File: config.mk
export PLATFORM = sky130hd
export DESIGN_NAME = ref_delay_line
export DESIGN_NICKNAME = d
export VERILOG_FILES = /design/src/rtl/qpsk_ber_checker_ref_delay_line.sv
export SDC_FILE = /design/constraint.sdc
export NUM_CORES = 1
export LEC_CHECK = 0
export ABC_AREA = 1
export CORE_ASPECT_RATIO = 0.7
export CORE_MARGIN = 1.5
export CORE_UTILIZATION = 35
export CTS_BUF_LIST = sky130_fd_sc_hd__clkbuf_4
export CTS_CLUSTER_SIZE = 20
export DETAILED_ROUTE_END_ITERATION = 8
export GPL_ROUTABILITY_DRIVEN = 0
export GPL_TIMING_DRIVEN = 0
export HOLD_SLACK_MARGIN = 0.05
export SETUP_SLACK_MARGIN = 0.05
export SLEW_MARGIN = 0
export SYNTH_ARGS = -nofsm -noshare
export SYNTH_HDL_FRONTEND = slang
export SYNTH_SLANG_ARGS = --single-unit
File: constraint.sdc
create_clock -name clk -period 5.9 [get_ports clk]
set_input_delay 0.885 -clock clk [delete_from_list [all_inputs] [get_ports clk]]
set_output_delay 0.885 -clock clk [all_outputs]
set_load 0.005 [all_outputs]
File: src/rtl/qpsk_ber_checker_ref_delay_line.sv
// Reference-bit delay line: shifts on enable, tap[0] is the live input and
// tap[k] is the symbol accepted k enables ago. DEPTH must be at least 2.
module ref_delay_line #(
    parameter int unsigned DEPTH = 64,
    parameter int unsigned WIDTH = 2,
    parameter int unsigned SEL_W = 6
) (
    input  logic             clk,
    input  logic             rst_n,
    input  logic             shift_en,
    input  logic [WIDTH-1:0] din,
    input  logic [SEL_W-1:0] sel,
    output logic [WIDTH-1:0] tap
);

    logic [WIDTH-1:0] line_q [1:DEPTH-1];
    logic [WIDTH-1:0] line_d [1:DEPTH-1];

    always_comb begin
        line_d = line_q;
        if (shift_en) begin
            line_d[1] = din;
            for (int unsigned i = 2; i < DEPTH; i++) begin
                line_d[i] = line_q[i-1];
            end
        end
    end

    always_ff @(posedge clk) begin
        if (!rst_n) begin
            for (int unsigned i = 1; i < DEPTH; i++) begin
                line_q[i] <= '0;
            end
        end else begin
            line_q <= line_d;
        end
    end

    always_comb begin
        tap = din;
        for (int unsigned i = 1; i < DEPTH; i++) begin
            if (sel == SEL_W'(i)) begin
                tap = line_q[i];
            end
        end
    end

endmodule

==> results of run 1 <==
## worst paths after layout
check              start     endpoint  slack [ps]  depth (start not counted)
min          line_q[116]  line_q[114]         480                          2
min reg2reg  line_q[116]  line_q[114]         480                          2
max reg2reg  line_q[115]  line_q[113]        5210                          2
max               sel[5]       tap[0]       -1140                         66
## area by class of cell
type / instances / area [um^2] / area share (%)
Clock buffer: 20 / 150.1 / 2.122
Buffer: 45 / 170.2 / 2.405
Inverter: 98 / 367.9 / 5.199
Multi-Input combinational cell: 712 / 3258 / 46.05
Clock inverter: 12 / 168.9 / 2.387
Timing Repair Buffer: 17 / 148.9 / 2.104
Sequential cell: 126 / 2522 / 35.65
Tap cell: 231 / 289.0 / 4.085
## power by group through the flow
stage / Sequential [mW] / Clock, mW / Combinational, mW
4_1_cts: 0.943 / 0.697 / 0.259
5_1_grt: 0.952 / 0.737 / 0.302
3_3_place_gp: 0.962 / 0 / 0.252
3_5_place_dp: 0.962 / 0 / 0.255
2_1_floorplan: 0.949 / 0 / 0.187
6_report: 0.944 / 0.678 / 0.261
## routing by layer
| metal | part of all wire [%] | up-vias |
|---|---|---|
| met2 | 39 | 112 |
| met5 | 0 | - |
| met4 | 0.98 | 0 |
| met1 | 54 | 2665 |
| met3 | 5.7 | 13 |
| li1 | - | 3179 |
## critical path: cells and delay by family
kind	cells	cell delay, ps
buffers and inverters	3	460
AOI/OAI and AO/OA	17	1750
and+or+nand+nor	46	3040
## per-stage QoR
stage	setup slack, ps	cell area, um^2	power, mW	cells	setup TNS [ps]
after floorplan	-15.96	6269	1.137	981	-15.96
after global placement	-1940	6658	1.214	1222	-3737
after detailed placement	-1978	6658	1.217	1222	-3817
after CTS	-1233	7049	1.899	1260	-2320
after global routing	-1814	7076	1.992	1261	-3626
final	-1140	7076	1.883	1261	-2205
## repair_timing
action                     CTS  global route
pin swaps                   13            11
hold endpoints to repair     0             0
setup endpoints to repair    2             2
hold buffers                 0             0
resized for setup           52             4
setup buffers                6             1
## Yosys cell counts, types with 2 or more instances
master	count
or2_2	34
clkbuf_1	43
nand2_2	2
o21ai_0	137
nand3_2	4
nor2_2	5
nand4_1	2
inv_2	10
a21oi_1	23
nand3_1	79
o21ai_2	3
o21ai_1	4
dfxtp_1	126
nor2_4	4
nand2_1	92
o211ai_1	3
inv_1	88
nor2_1	312
o211ai_2	3
## logic make-up (layout without fill, tap and decap cells)
kind of cell / after synthesis / after routing / synth area share (%)
and+or+nand+nor: 536 / 536 / 36.35
AOI/OAI and AO/OA: 176 / 176 / 14.83
buffers and inverters: 143 / 192 / 8.583
DFF: 126 / 126 / 40.24
==> results.toml, run 1 <==
[routing]
ant_nets = 0
detailroute.via_count = 5969
final_routed_drc_violation_total = 0
wl_per_cell_um = 13.24
routed_wirelength_um = 16700
post_drt_via_cell_ratio = 4.734
drt-initial-drc-count = 471
first_pass_iters = 5

[worst_setup_path]
critPathRequiredTime_ps = 5020
crit_top_cell = "nand2_1"
timing.critical_path.slowest_stage_cell = "nor2_4"
timing.critical_path.to_type = "output pin"
worstSetupPathType = "in -> out"
crit_fanout = 5
cp_slowest_stage_delay_ps = 200
arrival_ps = 6160
critPathLaunchType = "input pin"

[finish]
largest_register_ffs = 126
finish.net_count = 1028
areaGrowthSynthToFinish_pct = 12.87
final_layout_size_suffix_gt1_share_pct = 11.84
postLayoutCoreUtil_pct = 40.86
n_fill_cell = 1869
diodes = 0
regMostFlops = "line_q"
largest_registers = "line_q x126"
most-common-layout-cells = "309 x nor2_1, 137 x o21ai_0, 126 x dfxtp_1"
layout_commonest_cell = "nor2_1"

[floorplan]
initial_utilization_pct = 36.20
die_h_um = 115.0
die_area_um2 = 18730
io_pins = 13
die_w_um = 163.0
placementRows = 40
core_area_um2 = 17320

[logic_synthesis]
netlist_top_cells_area = "dfxtp_1 40%, nor2_1 19%, o21ai_0 11%"
ys_warn_count = 0
ys_async_sr_fraction_pct = 0
synth-seq-cells = 126
synthFlopType = "dfxtp_1"
synth.largest_area_cell = "dfxtp_1"
synth_area_per_cell_um2 = 6.390
number_of_distinct_library_cells_after_synthesis = 26
synth-seq-area-share_pct = 40.24
synth_enable_flop_cells = 0
synthesis.area_um2 = 6269
synth_fp_nets = 992
synth_cells = 981
yosys.area.top_type_share_pct = 40.24

[power_and_ir_drop]
power.clock.fraction_pct = 36.0
cellPowerDensity_nw_per_um2 = 266.2
power_frac_comb_pct = 13.9
seq_power_share_pct = 50.1
switching_share_pct = 28.38
power_leakage_nw = 2.870
switching_power_uw = 534.5
vdd_drop_max_mv = 0.09742
power.internal_mw = 1.349

[timing]
final.setup.worst_slack_ps = -1140
final-setup-viol-count = 2
report.final.slew_viol_count = 0
unrepaired_setup_endpoints_after_global_routing = "yes"
timing.max_slew.rel_slack_pct = 51.14
max_freq_mhz = 142.0
holdWs_ps = 483.2
finalCritPeriodShare_pct = 119.3
finClkSkew_ps = 17.53
worst_pin_slew_ps = 732.9
period_minus_slack_ps = 7040
final-hold-violation-count = 0

[global_routing]
met1_usage_pct = 28.84
grt_max_degree = 17
first_global_vias = 5450
grtUsageMet3_pct = 4.221
grt_util_all_layers_pct = 19.05
grt-busiest-layer = "met1"
globalRouteMet2Util_pct = 26.67
grt_overflow = 0
antenna_found_initial = 0
grt_first_pass_wirelength_um = 27970

[clock_network]
clkSinkCount = 126
cts_inserted_buffers = 17
path_clk_slew_ps = 120
h-tree-depth = 4
cts_tree = "done"
max-clock-path-buffers = 2
clockRootBuffer = "clkbuf_4"
clk_latency_ps = 520

[run_status]
violations = "negative setup slack"
status = "finished with violations"

[placed_design]
place.detailed.hpwl_um = 12010
placement.io_buffers = 10

[job]
max-cap-violations = 0

[hold_path]
hp-class = "reg -> reg"
Note: power is estimated with default switching activity, not from simulation.
==> run 2, diff against run 1 <==
- MAX_ROUTING_LAYER: default -> met4
==> run 2 against run 1 <==
Net effect:
- the flow still finishes with violations (negative setup slack)
- clock power about the same
- register-to-register slack is essentially flat
- worst setup slack improved by 12 ps
- critical path type unchanged
- clock skew is 2.9 ps higher
- largest power group unchanged
==> results.toml, run 2 (same netlist as run 1, synthesis figures left out) <==
[finish]
regArea_um2 = 2522
diodes = 0
largest_register_ffs = 126
n_fill_cell = 1869
largest_registers = "line_q x126"
areaGrowthSynthToFinish_pct = 12.87
final_layout_size_suffix_gt1_share_pct = 11.84
most-common-layout-cells = "309 x nor2_1, 137 x o21ai_0, 126 x dfxtp_1"
regMostFlops = "line_q"
finish.net_count = 1028
multi_input_area_um2 = 3258
layout_commonest_cell = "nor2_1"

[worst_setup_path]
timing.critical_path.slowest_stage_cell = "nor2_4"
critPathLaunchType = "input pin"
crit_top_cell = "nand2_1"
crit_fanout = 5
arrival_ps = 6140
worstSetupPathType = "in -> out"
cp_slowest_stage_delay_ps = 200
timing.critical_path.to_type = "output pin"
critPathRequiredTime_ps = 5020

[clock_network]
path_clk_slew_ps = 130
clockRootBuffer = "clkbuf_4"
cts_inserted_buffers = 17
clkSinkCount = 126
h-tree-depth = 4
clk_latency_ps = 540
cts_tree = "done"
max-clock-path-buffers = 2

[floorplan]
io_pins = 13
initial_utilization_pct = 36.20
die_area_um2 = 18730
die_w_um = 163.0
core_area_um2 = 17320
placementRows = 40
die_h_um = 115.0

[timing]
report.final.slew_viol_count = 0
finalCritPeriodShare_pct = 119.1
max_freq_mhz = 142.3
period_minus_slack_ps = 7028
finClkSkew_ps = 20.44
final-hold-violation-count = 0
final.setup.worst_slack_ps = -1128
unrepaired_setup_endpoints_after_global_routing = "yes"
holdWs_ps = 480.6
worst_pin_slew_ps = 750.6
timing.max_slew.rel_slack_pct = 49.96
finalSetupTns_ps = -2214
final-setup-viol-count = 2

[run_status]
status = "finished with violations"
violations = "negative setup slack"

[global_routing]
met1_usage_pct = 28.88
grt_first_pass_wirelength_um = 27970
grt-busiest-layer = "met1"
grt_util_all_layers_pct = 19.66
antenna_found_initial = 0
grt_overflow = 0
grt_max_degree = 17
first_global_vias = 5444
grtUsageMet3_pct = 4.221
globalRouteMet2Util_pct = 26.64

[power_and_ir_drop]
power.clock.fraction_pct = 36.1
post-layout-total-power_mw = 1.886
power_leakage_nw = 2.870
seq_power_share_pct = 50.1
power.internal_mw = 1.349
vdd_drop_max_mv = 0.09734
cellPowerDensity_nw_per_um2 = 266.5
power_frac_comb_pct = 13.9
switching_power_uw = 537.4
switching_share_pct = 28.50

[routing]
first_pass_iters = 8
ant_nets = 0
wl_per_cell_um = 13.29
final_routed_drc_violation_total = 0
detailroute.via_count = 5966
routed_wirelength_um = 16760
post_drt_via_cell_ratio = 4.731
drt-initial-drc-count = 456

[hold_path]
hp-class = "reg -> reg"

[job]
max-cap-violations = 0

[placed_design]
place.detailed.hpwl_um = 12010
placement.io_buffers = 10
-- run 2: critical path: cells and delay by family --
family,cells,cell delay (ps)
buf+inv,3,460
simple gates,46,3040
compound gates,17,1750
-- run 2: power groups by stage --
stage                     Clock, mW  Sequential, mW  Combinational [mW]
after floorplan                   0           0.949               0.187
after global placement            0           0.962               0.252
after detailed placement          0           0.962               0.255
after CTS                     0.697           0.943               0.259
after global routing          0.737           0.952               0.302
final                         0.681           0.944               0.261
-- run 2: layer usage --
metal  vias up  part of all wire, %
li1       3180                    -
met1      2655                   55
met2       117                   39
met3        14                  5.7
met4         0                  1.0
met5         -                    0
-- run 2: worst paths after layout --
path	start	depth (start not counted)	slack, ps	to
worst max-delay path	sel[5]	66	-1130	tap[0]
worst min-delay path	line_q[116]	2	480	line_q[114]
worst max register to register	line_q[115]	2	5210	line_q[113]
worst min register to register	line_q[116]	2	480	line_q[114]
-- run 2: layout make-up --
type / count / area share (%)
inverters: 98 / 5.199
well taps: 231 / 4.085
clock inverters: 12 / 2.387
multi-input cells: 712 / 46.05
flip-flops and latches: 126 / 35.65
clock buffers: 20 / 2.122
repair buffers: 17 / 2.104
plain buffers: 45 / 2.405
-- run 2: per-stage QoR --
stage,area [um^2],utilization (%),instances,setup WS [ps]
finish,7076,40.86,1261,-1128
global route,7076,40.86,1261,-1814
CTS,7049,40.71,1260,-1233
detailed placement,6658,38.45,1222,-1978
global placement,6658,38.45,1222,-1940
floorplan,6269,-,981,-15.96
-- run 2: what timing repair did --
item | CTS | global route
gates resized for setup | 52 | 4
endpoints found under the setup margin | 2 | 2
pin swaps | 13 | 11
setup buffers | 6 | 1
hold buffers | 0 | 0
==> run 3, diff against run 2 <==
- GPL_TIMING_DRIVEN: 0 -> default
==> run 3 against run 2 <==
Net effect:
- the run still ends with negative setup slack left
- total power shrank 3.1%
- worst setup slack gained 69 ps
- global-route usage decreased by 0.61 points
- sequential power barely moved
- via count grew 2.7%
- hold slack improved by 18 ps
- sequential share of layout area shrank 2.0 points
- clock-buffer cell count did not move
- combinational power up 5%
- critical endpoint is now tap[1]
- largest cell class unchanged
- largest power group unchanged
==> results.toml, run 3 (same netlist as run 1, synthesis figures left out) <==
[run_status]
status = "finished with violations"
violations = "negative setup slack"

[clock_network]
cts_tree = "done"
clkSinkCount = 126
clockRootBuffer = "clkbuf_4"
path_clk_slew_ps = 110
cts_inserted_buffers = 17
h-tree-depth = 4
clk_latency_ps = 550
max-clock-path-buffers = 2
cts_hold_buffers = 0

[routing]
wl_per_cell_um = 12.41
drt-initial-drc-count = 521
ant_nets = 0
first_pass_iters = 5
routed_wirelength_um = 16110
post_drt_via_cell_ratio = 4.722
final_routed_drc_violation_total = 0
detailroute.via_count = 6129

[timing]
report.final.slew_viol_count = 0
final-setup-viol-count = 2
finClkSkew_ps = 14.98
finalCritPeriodShare_pct = 117.9
unrepaired_setup_endpoints_after_global_routing = "yes"
period_minus_slack_ps = 6959
finalSetupTns_ps = -1965
final.setup.worst_slack_ps = -1059
final-hold-violation-count = 0
max_freq_mhz = 143.7
worst_pin_slew_ps = 854.9
holdWs_ps = 499.1
timing.max_slew.rel_slack_pct = 43.01

[worst_setup_path]
timing.critical_path.to_type = "output pin"
arrival_ps = 6070
crit-reg2reg-launch = "line_q[118]"
cp_slowest_stage_delay_ps = 190
critical_path.top_delay_family = "simple AND/OR/NAND/NOR gates"
r2r_setup_slack_ps = 5090
worst-r2r-cell-count = 3
regToRegEndpoint = "line_q[116]"
worst_setup_path_endpoint = "tap[1]"
crit_top_cell = "nand3_1"
worstSetupPathDepth = 70
count_of_buffering_cells_on_the_critical_path_with_inverters_included = 4
critPathRequiredTime_ps = 5020
critical_path.startpoint = "sel[5]"
timing.critical_path.slowest_stage_cell = "nor2_4"
crit_fanout = 5
critPathLaunchType = "input pin"
worstSetupPathType = "in -> out"

[global_routing]
grt_max_degree = 81
grt_overflow = 0
grt_util_all_layers_pct = 19.05
antenna_found_initial = 0
grt_first_pass_wirelength_um = 27280
first_global_vias = 5490

[finish]
largest_register_ffs = 126
layout_commonest_cell = "nor2_1"
most-common-layout-cells = "310 x nor2_1, 137 x o21ai_0, 126 x dfxtp_1"
diodes = 0
largest_registers = "line_q x126"
regMostFlops = "line_q"
areaGrowthSynthToFinish_pct = 19.74
final_layout_size_suffix_gt1_share_pct = 18.46
finish.net_count = 1066

[floorplan]
core_area_um2 = 17320
die_h_um = 115.0
io_pins = 13
placementRows = 40
die_w_um = 163.0
initial_utilization_pct = 36.20
die_area_um2 = 18730

[hold_path]
hp-class = "reg -> reg"

[placed_design]
placement.io_buffers = 12
place.detailed.hpwl_um = 11140

[power_and_ir_drop]
cellPowerDensity_nw_per_um2 = 243.6
vdd_drop_max_mv = 0.1155
power_leakage_nw = 3.216

[job]
max-cap-violations = 0
-- run 3: cell types whose count changed in the layout (fill, tap and decap cells not counted), moves of 2 or more --
cell / before / now
buf_4: 3 / 85
clkbuf_1: 43 / 0
clkinv_1: 2 / 5
clkinvlp_4: 3 / 0
inv_2: 11 / 8
nand3_1: 76 / 79
nand3_2: 7 / 4
inv_4: 0 / 2
nand2_2: 4 / 2
nand2_4: 1 / 3
nor2_2: 5 / 3
-- run 3: area by class of cell --
class	count	area, um^2
Fill cell	1848	9811
Clock inverter	11	123.9
Multi-Input combinational cell	712	3261
Clock buffer	20	150.1
Inverter	98	380.4
Tap cell	231	289.0
Sequential cell	126	2522
Timing Repair Buffer	100	779.5
-- run 3: per-stage QoR --
| step | utilization (%) | setup slack [ps] | instance area (um^2) | std cells | power, mW |
|---|---|---|---|---|---|
| global placement | 41.11 | -1900 | 7118 | 1261 | 1.231 |
| global route | 43.35 | -1749 | 7506 | 1298 | 1.938 |
| detailed placement | 41.11 | -1880 | 7118 | 1261 | 1.234 |
| finish | 43.35 | -1059 | 7506 | 1298 | 1.828 |
| floorplan | - | -15.96 | 6269 | 981 | 1.137 |
| CTS | 43.22 | -1162 | 7483 | 1298 | 1.848 |
-- run 3: worst min-delay path by stage --
stage	start	endpoint	cells past startpoint
final	line_q[7]	line_q[5]	2
after global routing	line_q[7]	line_q[5]	2
after CTS	line_q[7]	line_q[5]	2
after detailed placement	line_q[1]	line_q[1]	2
after global placement	line_q[24]	line_q[22]	2
after floorplan	line_q[125]	line_q[123]	2
-- run 3: power by group --
group | switching (mW) | total (mW) | internal [mW] | leakage [nW]
Clock | 0.311 | 0.607 | 0.296 | 0.154
Sequential | 0.0417 | 0.946 | 0.904 | 1.04
Combinational | 0.161 | 0.275 | 0.114 | 2.02
Total | 0.513 | 1.83 | 1.32 | 3.22
-- run 3: timing repair --
item / in CTS / in global routing
pin swaps: 37 / 44
setup endpoints to repair: 2 / 2
gates resized for setup: 56 / 10
setup buffers: 6 / 0
-- run 3: per-layer routing --
layer	wire length, um	global-route usage [%]	up-vias
li1	-	-	3255
met1	8788	27.60	2718
met2	6269	25.28	135
met3	791	4.365	21
met4	265	6.972	0
met5	0	-	-
-- run 3: worst reg2reg max path, delay by kind of cell, from the launching register on --
| family | cells | cell delay [ps] |
|---|---|---|
| flops | 1 | 340 |
| compound gates | 2 | 200 |
| buf+inv | 1 | 130 |
